$ cat src/rtl/ext_ram_arb_pkg.sv
// Shared types and helpers for the external RAM arbiter.
package ext_ram_arb_pkg;

  typedef enum logic [1:0] {
    IDLE,
    ACCESS,
    RESP
  } state_t;

  typedef enum logic {
    GNT_INSTR,
    GNT_DATA
  } grant_t;

  // Width of the wait-state counter; it holds WAIT_CYCLES values up to 15.
  localparam int WAIT_W = 4;

  // Each enabled lane comes from new_word; every other lane keeps old_word.
  function automatic logic [31:0] byte_merge(input logic [31:0] old_word,
                                             input logic [31:0] new_word,
                                             input logic [3:0]  be);
    logic [31:0] merged;
    merged = old_word;
    for (int k = 0; k < 4; k++) begin
      if (be[k]) merged[8*k +: 8] = new_word[8*k +: 8];
    end
    return merged;
  endfunction

endpackage

$ cat src/rtl/ram_byte_merge.sv
// Combinational lane merge used to build the read-merge-write word.
module ram_byte_merge
  import ext_ram_arb_pkg::*;
(
  input  logic [31:0] old_word,
  input  logic [31:0] new_word,
  input  logic [3:0]  be,
  output logic [31:0] merged
);

  assign merged = byte_merge(old_word, new_word, be);

endmodule

$ cat src/rtl/ext_ram_arbiter.sv
// Round-robin arbiter sharing one word-wide external RAM between the CPU
// instruction and data masters, with programmable wait states and
// read-merge-write for partial-byte stores.
module ext_ram_arbiter
  import ext_ram_arb_pkg::*;
#(
  parameter int WAIT_CYCLES = 2,
  parameter int ADDR_W      = 32
) (
  input  logic              clk,
  input  logic              reset_n,
  input  logic [ADDR_W-1:0] i_address,
  input  logic              i_read,
  output logic              i_waitrequest,
  output logic [31:0]       i_readdata,
  input  logic [ADDR_W-1:0] d_address,
  input  logic              d_read,
  input  logic              d_write,
  input  logic [3:0]        d_byteenable,
  input  logic [31:0]       d_writedata,
  output logic              d_waitrequest,
  output logic [31:0]       d_readdata,
  output logic [31:0]       ram_addr,
  output logic [31:0]       ram_write_data,
  output logic              ram_wen,
  input  logic [31:0]       ram_data_out
);

  state_t             state, state_next;
  grant_t             last_grant, grant_q, grant_next;
  logic [WAIT_W-1:0]  count;
  logic [ADDR_W-1:2]  addr_q;
  logic               write_q;
  logic [3:0]         be_q;
  logic [31:0]        wdata_q;
  logic [31:0]        rdata_q;
  logic [31:0]        merged;
  logic               start;
  logic               req_d;
  logic               last_access;

  // The RAM is word addressed, so the byte offset bits are simply dropped.
  logic unused_addr_bits;
  assign unused_addr_bits = ^{i_address[1:0], d_address[1:0]};

  assign req_d       = d_read | d_write;
  assign last_access = (state == ACCESS) && (count == WAIT_W'(1));
  assign ram_addr    = 32'(addr_q);

  ram_byte_merge u_merge (
    .old_word (rdata_q),
    .new_word (wdata_q),
    .be       (be_q),
    .merged   (merged)
  );

  // Round-robin choice: on a tie, the port that did not win last time.
  always_comb begin
    grant_next = GNT_INSTR;
    if (i_read && req_d) begin
      grant_next = (last_grant == GNT_INSTR) ? GNT_DATA : GNT_INSTR;
    end else if (req_d) begin
      grant_next = GNT_DATA;
    end
  end

  // State register.
  always_ff @(posedge clk or negedge reset_n) begin
    // NOTE: sequential state uses non-blocking assignments so every register
    // samples pre-edge values, independent of block ordering.
    if (!reset_n) state <= IDLE;
    else          state <= state_next;
  end

  // Next-state logic and the per-state port/RAM strobes.
  always_comb begin
    // NOTE: every output gets a default before the case so no path leaves
    // a signal unassigned, which would infer a latch.
    state_next     = state;
    start          = 1'b0;
    i_waitrequest  = 1'b1;
    d_waitrequest  = 1'b1;
    ram_wen        = 1'b0;
    ram_write_data = '0;
    case (state)
      IDLE: begin
        if (i_read || req_d) begin
          start      = 1'b1;
          state_next = ACCESS;
        end
      end
      ACCESS: begin
        if (last_access) state_next = RESP;
      end
      RESP: begin
        state_next = IDLE;
        if (grant_q == GNT_INSTR) i_waitrequest = 1'b0;
        else                      d_waitrequest = 1'b0;
        // A zero byteenable still completes the transaction but leaves RAM alone.
        if (write_q && (be_q != 4'b0000)) begin
          ram_wen        = 1'b1;
          ram_write_data = merged;
        end
      end
      default: state_next = IDLE;
    endcase
  end

  // Request capture, wait-state counter and read data registers.
  always_ff @(posedge clk or negedge reset_n) begin
    if (!reset_n) begin
      last_grant <= GNT_DATA;
      grant_q    <= GNT_INSTR;
      count      <= '0;
      addr_q     <= '0;
      write_q    <= 1'b0;
      be_q       <= '0;
      wdata_q    <= '0;
      rdata_q    <= '0;
      i_readdata <= '0;
      d_readdata <= '0;
    end else if (start) begin
      grant_q    <= grant_next;
      last_grant <= grant_next;
      addr_q     <= (grant_next == GNT_INSTR) ? i_address[ADDR_W-1:2]
                                              : d_address[ADDR_W-1:2];
      // Read and write together counts as a write.
      write_q    <= (grant_next == GNT_DATA) && d_write;
      be_q       <= d_byteenable;
      wdata_q    <= d_writedata;
      count      <= WAIT_W'(WAIT_CYCLES);
    end else if (state == ACCESS) begin
      count <= count - WAIT_W'(1);
      if (last_access) begin
        rdata_q <= ram_data_out;
        // Load the granted port's readdata now so it is valid during RESP;
        // the other port keeps its last value.
        if (!write_q) begin
          if (grant_q == GNT_INSTR) i_readdata <= ram_data_out;
          else                      d_readdata <= ram_data_out;
        end
      end
    end
  end

endmodule

$ cat config.mk
export PLATFORM = sky130hd
export DESIGN_NAME = ext_ram_arbiter
export DESIGN_NICKNAME = d
export VERILOG_FILES = /design/src/rtl/ext_ram_arb_pkg.sv /design/src/rtl/ram_byte_merge.sv /design/src/rtl/ext_ram_arbiter.sv
export SDC_FILE = /design/constraint.sdc
export NUM_CORES = 1
export LEC_CHECK = 0
export BUFFER_PORTS_ARGS = -buffer_cell sky130_fd_sc_hd__buf_2
export CORE_MARGIN = 3
export CORE_UTILIZATION = 50
export CTS_CLUSTER_SIZE = 12
export DETAILED_ROUTE_END_ITERATION = 16
export GPL_TIMING_DRIVEN = 0
export PLACE_DENSITY_LB_ADDON = 0.12
export SLEW_MARGIN = 0
export SYNTH_ARGS = -nofsm -noshare
export SYNTH_HDL_FRONTEND = slang
export SYNTH_SLANG_ARGS = --single-unit
$ cat constraint.sdc
create_clock -name clk -period 2.95 [get_ports clk]
set_input_delay 0.4425 -clock clk [delete_from_list [all_inputs] [get_ports clk]]
set_output_delay 0.4425 -clock clk [all_outputs]
set_load 0.02 [all_outputs]
==> impl_metrics.csv <==
group,metric,value,unit
setup_path,arrival,2.37,ns
clock_tree,cts_tree,"built",
routing,drc_errors,0,
setup_path,critPathRequiredTime,2.51,ns
sta,maxSlewViolCount,0,
clock_tree,clock_latency,0.42,ns
global_route,grt_pass1_vias,5437,
layout,nets,918,
global_route,grt_max_degree,87,
global_route,globalRouteTotalUtil,21.9,%
setup_path,cp-start-kind,"flip-flop",
clock_tree,cts_sinks,171,
synth,yosys_warnings,0,
global_route,overflow,0,
clock_tree,cts-htree-levels,4,
sta,finalHoldViolations,2,
sta,fmax,356,MHz
power_and_ir_drop,power,10700,uW
routing,vias_per_cell,5.13,
floorplan,row_count,43,
min_path,holdCritPathClass,"primary input to asynchronous set/reset pin",
sta,relSlewSlack,57.0,%
routing,dr.first_iter.drc_count,127,
power_and_ir_drop,powerDensity,1120,nW/um2
layout,finalNonFillerCells,973,
floorplan,start_util,52.1,%
sta,clock_skew,0.00541,ns
power_and_ir_drop,peakVddDrop,0.612,mV
synth,synth_top_area_share,58.0,%
sta,timing.hold.ws,-0.0114,ns
setup_path,crit_chain,"buf_2 -> or4_1 -> nand3_1 -> clkbuf_4 -> nor2_1 -> buf_2",
clock_tree,ctsResizeCount,0,
sta,setup-violations-final,0,
synth,synth_most_common_cell,"mux2_2",
clock_tree,cts_buffers,17,
synth,yosys_most_used_dff,"dfrtp_1",
routing,wl,17.4,mm
layout,design_area,9510,um2
flow_run,drv_cap,0,
clock_tree,clockRootBuffer,"clkbuf_16",
routing,first_pass_iters,4,
placed_design,dp_slack,0.534,ns
power_and_ir_drop,p_leak,0.00470,uW
synth,async_flop_share,100,%
layout,n_fill_cell,1060,
power_and_ir_drop,swShare,35.1,%
synth,synth_edf_count,0,
synth,synth_cell_types,33,
outcome,outcome,"finished, violations left",
floorplan,die_w,127,um
placed_design,port-buffer-count,261,
placed_design,hpwl,13.1,mm
setup_path,slowest_stage,"or4_1",
global_route,grt_pass1_wl,27.6,mm
floorplan,dieArea,16200,um2
global_route,antenna_found_initial,1,
power_and_ir_drop,p_int,6920,uW
placed_design,placed_area,8910,um2
power_and_ir_drop,switchingPower,3740,uW
sta,tns,0,ns
sta,fin_crit,2.81,ns
setup_path,crit_path_frequent_cell,"buf_2",
layout,layout-drive-gt1-share,65.7,%
routing,postRouteAntennaNets,0,
synth,synthTopCellsByArea,"dfrtp_1 (58%), mux2_2 (29%), mux2i_1 (4.6%)",
floorplan,io_pins,268,
synth,yosys-top-cells-count,"mux2_2 (192), dfrtp_1 (170), mux2i_1 (34)",
clock_tree,clockBufferDepth,2,
synth,netlist_area,7340,um2
synth,synthCells,497,
sta,period_share,95.3,%
placed_design,gp_congestion,0.803,
power_and_ir_drop,seq_power_share,39.0,%
synth,synth_top_area_cell,"dfrtp_1",
synth,synth.avg_cell_area,14.8,um2
sta,rsz0062_at_grt,"no",
floorplan,fp.dieH,127,um
floorplan,core,14100,um2
layout,area_growth,29.6,%
outcome,violations,"hold timing",
sta,worst_slew_pin_slew,0.645,ns
power_and_ir_drop,pwr-share-clk,20.5,%
power_and_ir_drop,pwr-share-comb,40.5,%
synth,synth_seq_cells,171,
placed_design,dp_cells,940,
setup_path,critPathMaxFanout,10,
clock_tree,post_cts_buffers,0,
setup_path,crit_type,"flip-flop to output pin",
sta,setup_ws,0.140,ns
routing,vias,4988,
clock_tree,ctsHoldBuffers,0,
routing,wire_per_inst,17.8,um
clock_tree,cts.clk_slew.worst_paths,0.06,ns
setup_path,cpPeakStageDelay,0.55,ns
synth,ys_seq_area_share,58.3,%
setup_path,crit_path_end_kind,"output pin",
[area by class of cell]
type | count | area (um2) | share of cell area [%]
Inverter | 6 | 22.5 | 0.237
Multi-Input combinational cell | 292 | 2860 | 30.1
Buffer | 29 | 183 | 1.92
Tap cell | 180 | 225 | 2.37
Clock inverter | 14 | 148 | 1.55
Clock buffer | 18 | 439 | 4.62
Antenna cell | 1 | 2.50 | 0.0263
Sequential cell | 171 | 4280 | 45.0
Timing Repair Buffer | 262 | 1340 | 14.1
[power groups by stage]
stage,Combinational (uW),Sequential (uW),Clock (uW)
2_1_floorplan,2270,4880,0
3_3_place_gp,4240,4100,0
3_5_place_dp,4370,4180,0
4_1_cts,4400,4160,2220
5_1_grt,4680,4300,2340
6_report,4320,4160,2190
[kinds of logic after synthesis]
| group | after synthesis | share of synthesized area, % |
|---|---|---|
| AOI/OAI and AO/OA | 6 | 0.546 |
| xor gates and xnor gates | 2 | 0.239 |
| adders and majority gates | 2 | 0.341 |
| buffers and inverters | 35 | 2.69 |
| DFF | 171 | 58.3 |
| muxes | 226 | 34.1 |
| other | 1 | 0.0511 |
| and+or+nand+nor | 54 | 3.68 |
[sequential cells by signal, summed over array words and instances (netlist names), 2 cells and up]
signal	flops
addr_q	30
be_q	4
i_readdata	32
wdata_q	32
d_readdata	32
rdata_q	32
state	2
count	4
[worst paths after layout]
check                           startpoint           endpoint  slack, ns  cells past startpoint
max in group asynchronous          reset_n         last_grant       2.13                      2
max                                be_q[3]  ram_write_data[4]       0.14                      6
min                                reset_n         addr_q[18]      -0.01                      1
max reg2reg                       count[1]     i_readdata[24]       0.78                      6
min reg2reg                     last_grant         last_grant       0.48                      2
min in group clk           d_writedata[16]        wdata_q[16]       0.25                      2
[per-layer routing]
metal	GRT usage [%]	vias up	routed length, um
li1	-	2313	-
met1	24.8	2467	6670
met2	39.1	185	8890
met3	6.86	23	1490
met4	7.57	0	325
met5	0	-	0
[worst max-delay path: cells and delay by family (launching register included)]
| family | cells | cell delay (ns) |
|---|---|---|
| buffers and inverters | 3 | 0.68 |
| DFF | 1 | 0.36 |
| and+or+nand+nor | 3 | 0.90 |
[through the flow]
step	utilization, %	hold WS, ns
global placement	62.9	0.458
floorplan	-	0.147
global route	67.4	0.0296
CTS	67.4	0.0253
detailed placement	63.2	0.466
finish	67.4	-0.0114
[cell usage in the layout (no fill, tap or decap), types with 3 or more instances in the layout]
| cell | synthesis | final |
|---|---|---|
| clkinv_2 | 0 | 3 |
| buf_6 | 4 | 4 |
| clkbuf_4 | 0 | 3 |
| dfrtp_1 | 170 | 170 |
| clkinv_4 | 0 | 3 |
| nor2_1 | 33 | 33 |
| buf_2 | 23 | 280 |
| mux2i_1 | 34 | 34 |
| inv_1 | 5 | 5 |
| clkinvlp_4 | 0 | 5 |
| mux2_2 | 192 | 192 |
| clkbuf_16 | 0 | 17 |
| nand2_1 | 7 | 7 |
Note: power is estimated with default switching activity, not from simulation.
